===== config.mk =====
export PLATFORM = sky130hd
export DESIGN_NAME = regfile_mp
export DESIGN_NICKNAME = d
export VERILOG_FILES = /design/src/rtl/regfile_pkg.sv /design/src/rtl/regfile_scoreboard.sv /design/src/rtl/regfile_mp.sv
export SDC_FILE = /design/constraint.sdc
export NUM_CORES = 2
export LEC_CHECK = 0
export CAP_MARGIN = 20
export CORE_UTILIZATION = 38
export DETAILED_ROUTE_END_ITERATION = 7
export PLACE_DENSITY = 0.64
export SYNTH_ARGS = -nofsm -noshare
export SYNTH_HDL_FRONTEND = slang
export SYNTH_SLANG_ARGS = --single-unit

===== constraint.sdc =====
create_clock -name clk -period 100.9 [get_ports clk]
set_clock_uncertainty 0.2 [all_clocks]
set_input_delay 20.18 -clock clk [delete_from_list [all_inputs] [get_ports clk]]
set_output_delay 20.18 -clock clk [all_outputs]
set_load 0.02 [all_outputs]

===== src/rtl/regfile_pkg.sv =====
// Shared types and helpers for the parametrised multi-port register file.
package regfile_pkg;

  typedef enum logic [1:0] {
    IDLE  = 2'd0,
    SWEEP = 2'd1,
    DONE  = 2'd2
  } clr_state_e;

  localparam int DEF_DATA_W = 32;
  localparam int DEF_ADDR_W = 5;

  // Low bit of lane `lane` inside a packed multi-lane bus of `width`-bit lanes.
  function automatic int lane_lo(input int lane, input int width);
    return lane * width;
  endfunction

endpackage


===== src/rtl/regfile_scoreboard.sv =====
// Per-entry pending-write bits: set on issue, cleared by retiring write, bulk-cleared by the sweep.
module regfile_scoreboard
  import regfile_pkg::*;
#(
  parameter int ADDR_W = DEF_ADDR_W,
  parameter int NUM_RD = 2
) (
  input  logic                     clk,
  input  logic                     rst,
  input  logic                     set_i,
  input  logic [ADDR_W-1:0]        set_addr_i,
  input  logic                     clr_i,
  input  logic [ADDR_W-1:0]        clr_addr_i,
  input  logic                     clr_all_i,
  input  logic [NUM_RD*ADDR_W-1:0] raddr_i,
  output logic [NUM_RD-1:0]        pending_o
);

  localparam int DEPTH = 1 << ADDR_W;

  logic [DEPTH-1:0] pend_q, pend_d;

  // Set is applied after clear so an issue racing a retire stays pending.
  always_comb begin
    pend_d = pend_q;
    if (clr_all_i) begin
      pend_d = '0;
    end else begin
      if (clr_i) pend_d[clr_addr_i] = 1'b0;
      if (set_i) pend_d[set_addr_i] = 1'b1;
    end
  end

  always_ff @(posedge clk or posedge rst) begin
    if (rst) pend_q <= '0;
    else     pend_q <= pend_d;
  end

  for (genvar g = 0; g < NUM_RD; g++) begin : g_lookup
    assign pending_o[g] = pend_q[raddr_i[lane_lo(g, ADDR_W) +: ADDR_W]];
  end

endmodule


===== src/rtl/regfile_mp.sv =====
// NUM_RD-read / 1-write register file with hazard scoreboard, clear sweep and debug port.
// Define REGFILE_BYPASS_EN to forward same-cycle write data to matching read lanes.
module regfile_mp
  import regfile_pkg::*;
#(
  parameter int DATA_W   = DEF_DATA_W,
  parameter int ADDR_W   = DEF_ADDR_W,
  parameter int NUM_RD   = 2,
  parameter int ZERO_REG = 1
) (
  input  logic                     clk,
  input  logic                     rst,
  input  logic                     ena,
  input  logic                     we,
  input  logic [ADDR_W-1:0]        waddr,
  input  logic [DATA_W-1:0]        wdata,
  input  logic [NUM_RD*ADDR_W-1:0] raddr,
  output logic [NUM_RD*DATA_W-1:0] rdata,
  output logic [NUM_RD-1:0]        rd_pending,
  input  logic                     sb_set,
  input  logic [ADDR_W-1:0]        sb_addr,
  input  logic                     clr_req,
  output logic                     clr_busy,
  output logic                     clr_done,
  input  logic [ADDR_W-1:0]        dbg_addr,
  output logic [DATA_W-1:0]        dbg_data
);

  localparam int DEPTH = 1 << ADDR_W;

  clr_state_e        state_q, state_d;
  logic [ADDR_W-1:0] ptr_q, ptr_d;
  logic [DATA_W-1:0] mem_q [DEPTH];

  logic idle, wr_acc, sb_acc, clr_start, sweep_wr;
  logic [NUM_RD-1:0] sb_pend;

  assign idle      = (state_q == IDLE);
  assign wr_acc    = we && idle && !((ZERO_REG != 0) && (waddr == '0));
  assign sb_acc    = sb_set && !clr_busy && !((ZERO_REG != 0) && (sb_addr == '0));
  assign clr_start = idle && clr_req;

  always_comb begin
    state_d  = state_q;
    ptr_d    = ptr_q;
    clr_busy = 1'b0;
    clr_done = 1'b0;
    sweep_wr = 1'b0;
    case (state_q)
      IDLE: begin
        if (clr_req) begin
          state_d = SWEEP;
          ptr_d   = '0;
        end
      end
      SWEEP: begin
        clr_busy = 1'b1;
        sweep_wr = 1'b1;
        ptr_d    = ptr_q + 1'b1;
        if (ptr_q == {ADDR_W{1'b1}}) state_d = DONE;
      end
      DONE: begin
        clr_busy = 1'b1;
        clr_done = 1'b1;
        state_d  = IDLE;
      end
      default: state_d = IDLE;
    endcase
  end

  always_ff @(posedge clk or posedge rst) begin
    if (rst) begin
      state_q <= IDLE;
      ptr_q   <= '0;
    end else begin
      state_q <= state_d;
      ptr_q   <= ptr_d;
    end
  end

  // Sweep and external writes never coincide: writes are only accepted in IDLE.
  always_ff @(posedge clk or posedge rst) begin
    if (rst) begin
      for (int k = 0; k < DEPTH; k++) mem_q[k] <= '0;
    end else if (sweep_wr) begin
      mem_q[ptr_q] <= '0;
    end else if (wr_acc) begin
      mem_q[waddr] <= wdata;
    end
  end

  regfile_scoreboard #(
    .ADDR_W (ADDR_W),
    .NUM_RD (NUM_RD)
  ) u_sb (
    .clk        (clk),
    .rst        (rst),
    .set_i      (sb_acc),
    .set_addr_i (sb_addr),
    .clr_i      (wr_acc),
    .clr_addr_i (waddr),
    .clr_all_i  (clr_start),
    .raddr_i    (raddr),
    .pending_o  (sb_pend)
  );

  for (genvar g = 0; g < NUM_RD; g++) begin : g_lane
    logic [ADDR_W-1:0] ra;
    logic [DATA_W-1:0] arr_val;
    assign ra      = raddr[lane_lo(g, ADDR_W) +: ADDR_W];
    assign arr_val = ((ZERO_REG != 0) && (ra == '0)) ? '0 : mem_q[ra];
`ifdef REGFILE_BYPASS_EN
    logic byp_hit;
    // wr_acc already excludes the hardwired-zero entry.
    assign byp_hit = wr_acc && (waddr == ra);
    assign rdata[lane_lo(g, DATA_W) +: DATA_W] = !ena ? '0 : (byp_hit ? wdata : arr_val);
    assign rd_pending[g] = byp_hit ? (sb_acc && (sb_addr == ra)) : sb_pend[g];
`else
    assign rdata[lane_lo(g, DATA_W) +: DATA_W] = ena ? arr_val : '0;
    assign rd_pending[g] = sb_pend[g];
`endif
  end

  assign dbg_data = mem_q[dbg_addr];

endmodule


==> results by group <==
Status
  – Status: finished with violations
  – Failing checks: DRC

Timing
  – Slew HR: 20.91%
  – Hold_ws: 0.3354 ns
  – Final hold vios: 0
  – RSZ-0062 raised after global routing: false
  – Final period utilization: 45.64%
  – Worst Tran Pin Value: 1.186 ns
  – Setup slack after layout: 54.85 ns
  – Final setup viols: 0
  – Setup TNS: 0 ns
  – Max Slew Vio Count: 0
  – Min Tclk post-route: 46.05 ns
  – Maximum clock rate: 21.72 MHz

Global routing
  – Initial antenna violation count: 14
  – GRT Util Overall: 30.25%
  – First-pass GRT wire length: 369.7 mm
  – Largest net degree at the start of global routing: 169
  – Vias in the first global route: 49,232
  – Grt ovf: 0

Clocking
  – Hold_buf cts: 0
  – CTS Buffer Depth: 3
  – Skew-Pair Late Insertion Delay: 0.78 ns
  – Clock net sink count: 1,063
  – Post-CTS Setup Bufs: 0
  – Clk pin slew, worst setup/hold paths: 0.06 ns
  – Resized cells post-CTS: 0
  – CTS H-tree lvls: 3
  – CTS tree: yes
  – Clk root buf: clkbuf_16
  – Num CTS Buffers: 114

Logic synthesis
  – Post-synth ARST share: 100.0%
  – Cells after Synth: 4,488
  – Post-synth top area cell: dfrtp_1
  – YS warnings: 0
  – Primary FF master, synth: dfrtp_1
  – Post-synthesis register bit count: 1,063
  – Area contributors post-synth: dfrtp_1 (42%), mux4_2 (26%), a22o_1 (14%)
  – Sequential share of the synthesized area: 42.02%
  – Synth top area share: 42.02%
  – EDFF count, synth: 0
  – Synthesized area per cell: 14.10 um^2
  – Cell Area, Synth: 0.06330 mm^2
  – Post-Syn Nets: 4,560
  – Unique masters post-synth: 44

Final layout
  – Nets: 4,419
  – Share of cells above drive strength 1: 29.34%
  – Fill cells: 14,729
  – Layout area overhead: 12.97%
  – Area of the multi-input gates: 0.03464 mm^2
  – Sequential cell area: 0.02660 mm^2
  – Final Util: 43.29%

Pwr
  – P_sw: 477.0 uW
  – Switch share: 31.96%
  – Flop pwr share: 42.1%
  – Lkg Pwr: 0.03027 uW
  – Total power: 1492 uW
  – Pint: 1015 uW
  – Power Dens Cells: 20.87 mW/mm^2
  – VDD IR max: 0.01696 mV
  – Clock power share: 30.7%
  – Combinational power share: 27.2%

Route
  – ANT nets after route: 0
  – Vias: 49,367
  – DRC viols: 21
  – DR top layer: met5
  – DR WL/cell: 38.77 um
  – Routed WL: 257.4 mm
  – Met3 WL: 34.38 mm
  – Met2 wire length: 113.6 mm
  – Vias per cell: 7.435
  – Met1 WL: 91.01 mm
  – DR pass1 iterations: 8
  – DRT iter0 DRCs: 6,797

Setup path
  – Critical path type: input pin to output port
  – Critical path's largest stage delay: 0.93 ns
  – Critical path peak fanout: 74
  – Most frequent CP cell: buf_4
  – CP top delay family: buffers and inverters
  – Slowest CP cell: buf_4
  – Setup crit start kind: input pin
  – Worst-path cell chain: buf_8 -> buf_4 -> buf_4 -> buf_4 -> mux4_2 -> a221oi_1 -> a2bb2oi_1 -> clkdlybuf4s50_1
  – Setup crit end kind: output port
  – CP required: 80.52 ns
  – Buffers and inverters on the worst path: 5
  – Critical Path AT: 25.67 ns

Die
  – Initial core utilization: 38.32%
  – Die Ht: 410.1 um
  – I/O Pins: 163
  – # rows: 149
  – Die width: 410.1 um
  – Die Area: 0.1682 mm^2
  – Core box area: 0.1652 mm^2

Min path
  – Type of the worst min-delay path: flop to flop

Place
  – GPL Wtd Cong: 0.8633
  – IO Port Bufs: 162
  – Pre-CTS WS: 54.88 ns
  – DP HPWL: 137.4 mm

Run
  – Max_cap viols: 0
==> registers in the layout, summed over array words and instances (netlist names) <==
name	flops
mem_q	1024
u_sb.pend_q	32
state_q	2
ptr_q	5
==> layout by cell type (no fill, tap or decap), types with 15 or more instances in the layout <==
cell	n
and2_1	37
nor2_1	37
nor3_4	31
o22ai_1	32
nand2_1	65
a21oi_1	33
nor2b_1	33
o22a_1	64
a2bb2oi_1	32
clkbuf_16	117
clkdlybuf4s50_1	151
a211oi_1	32
a221oi_1	32
o221ai_1	64
mux4_2	724
mux2i_1	289
a21oi_4	31
bufinv_16	15
mux2_2	131
clkbuf_8	22
dfrtp_1	1063
o21ai_0	66
buf_16	19
a22o_1	994
o31ai_1	32
buf_4	140
clkinv_2	25
==> final timing paths <==
path                                         start                      end  slack (ns)  cells past startpoint
max                                    dbg_addr[1]             dbg_data[16]       54.85                      8
min                        mem_q[1005]$_DFFE_PP0P_  mem_q[1005]$_DFFE_PP0P_        0.34                      1
max reg2reg                 state_q[1]$_DFFE_PP0P_   mem_q[213]$_DFFE_PP0P_       96.37                      9
min reg2reg                mem_q[1005]$_DFFE_PP0P_  mem_q[1005]$_DFFE_PP0P_        0.34                      1
max in group asynchronous                      rst   mem_q[102]$_DFFE_PP0P_       76.94                      6
min in group asynchronous                      rst   mem_q[185]$_DFFE_PP0P_       19.81                      2
==> area by class of cell <==
type	count	share of cell area, %
flip-flops and latches	1063	37.20
clock buffers	150	4.516
multi-input cells	2831	48.45
repair buffers	330	4.780
inverters	7	0.04724
clock inverters	57	1.136
well taps	2189	3.830
diodes	13	0.04549
==> Yosys cell counts, types with 34 or more instances <==
cell type  instances
dfrtp_1         1063
a22o_1           994
mux4_2           724
clkbuf_1         328
mux2i_1          289
buf_2            205
mux2_2           131
nand2_1           67
o21ai_0           66
a21oi_1           64
o221ai_1          64
o22a_1            64
nor2_1            38
and2_1            37
nor2b_1           34
==> routing by layer <==
metal,track usage [%],up-vias
li1,-,18362
met3,9.927,1036
met4,18.91,12
met2,44.73,4149
met5,0.5747,-
met1,38.23,25808
==> metrics by stage <==
stage / cells / area [um^2]
2_1_floorplan: 4488 / 63300
3_3_place_gp: 6391 / 66750
3_5_place_dp: 6403 / 67000
4_1_cts: 6610 / 71050
5_1_grt: 6629 / 71480
6_report: 6640 / 71510
==> kinds of logic after synthesis <==
kind of cell    count (synthesis)  share of synthesized area (%)
compound gates               1414                          18.54
fa+ha+maj                       9                         0.1779
buf+inv                       594                          4.084
flops                        1063                          42.02
mux                          1144                          32.66
simple gates                  264                          2.512
==> power groups by stage <==
stage | clock, uW | sequential, uW | combinational [uW]
after global routing | 477 | 640 | 427
after detailed placement | 0 | 627 | 397
after CTS | 460 | 622 | 399
after floorplan | 0 | 594 | 302
final | 458 | 628 | 406
after global placement | 0 | 624 | 389
==> worst reg2reg max path: cells and delay by family (launching register included) <==
kind | cells | cell delay (ns)
AO/OA/AOI/OAI | 2 | 1.26
adder cells (fa/ha/maj) | 1 | 0.45
buffers and inverters | 4 | 1.82
flip-flops | 1 | 0.40
AND/OR/NAND/NOR | 2 | 0.28
Power figures use the tool's default switching activity.
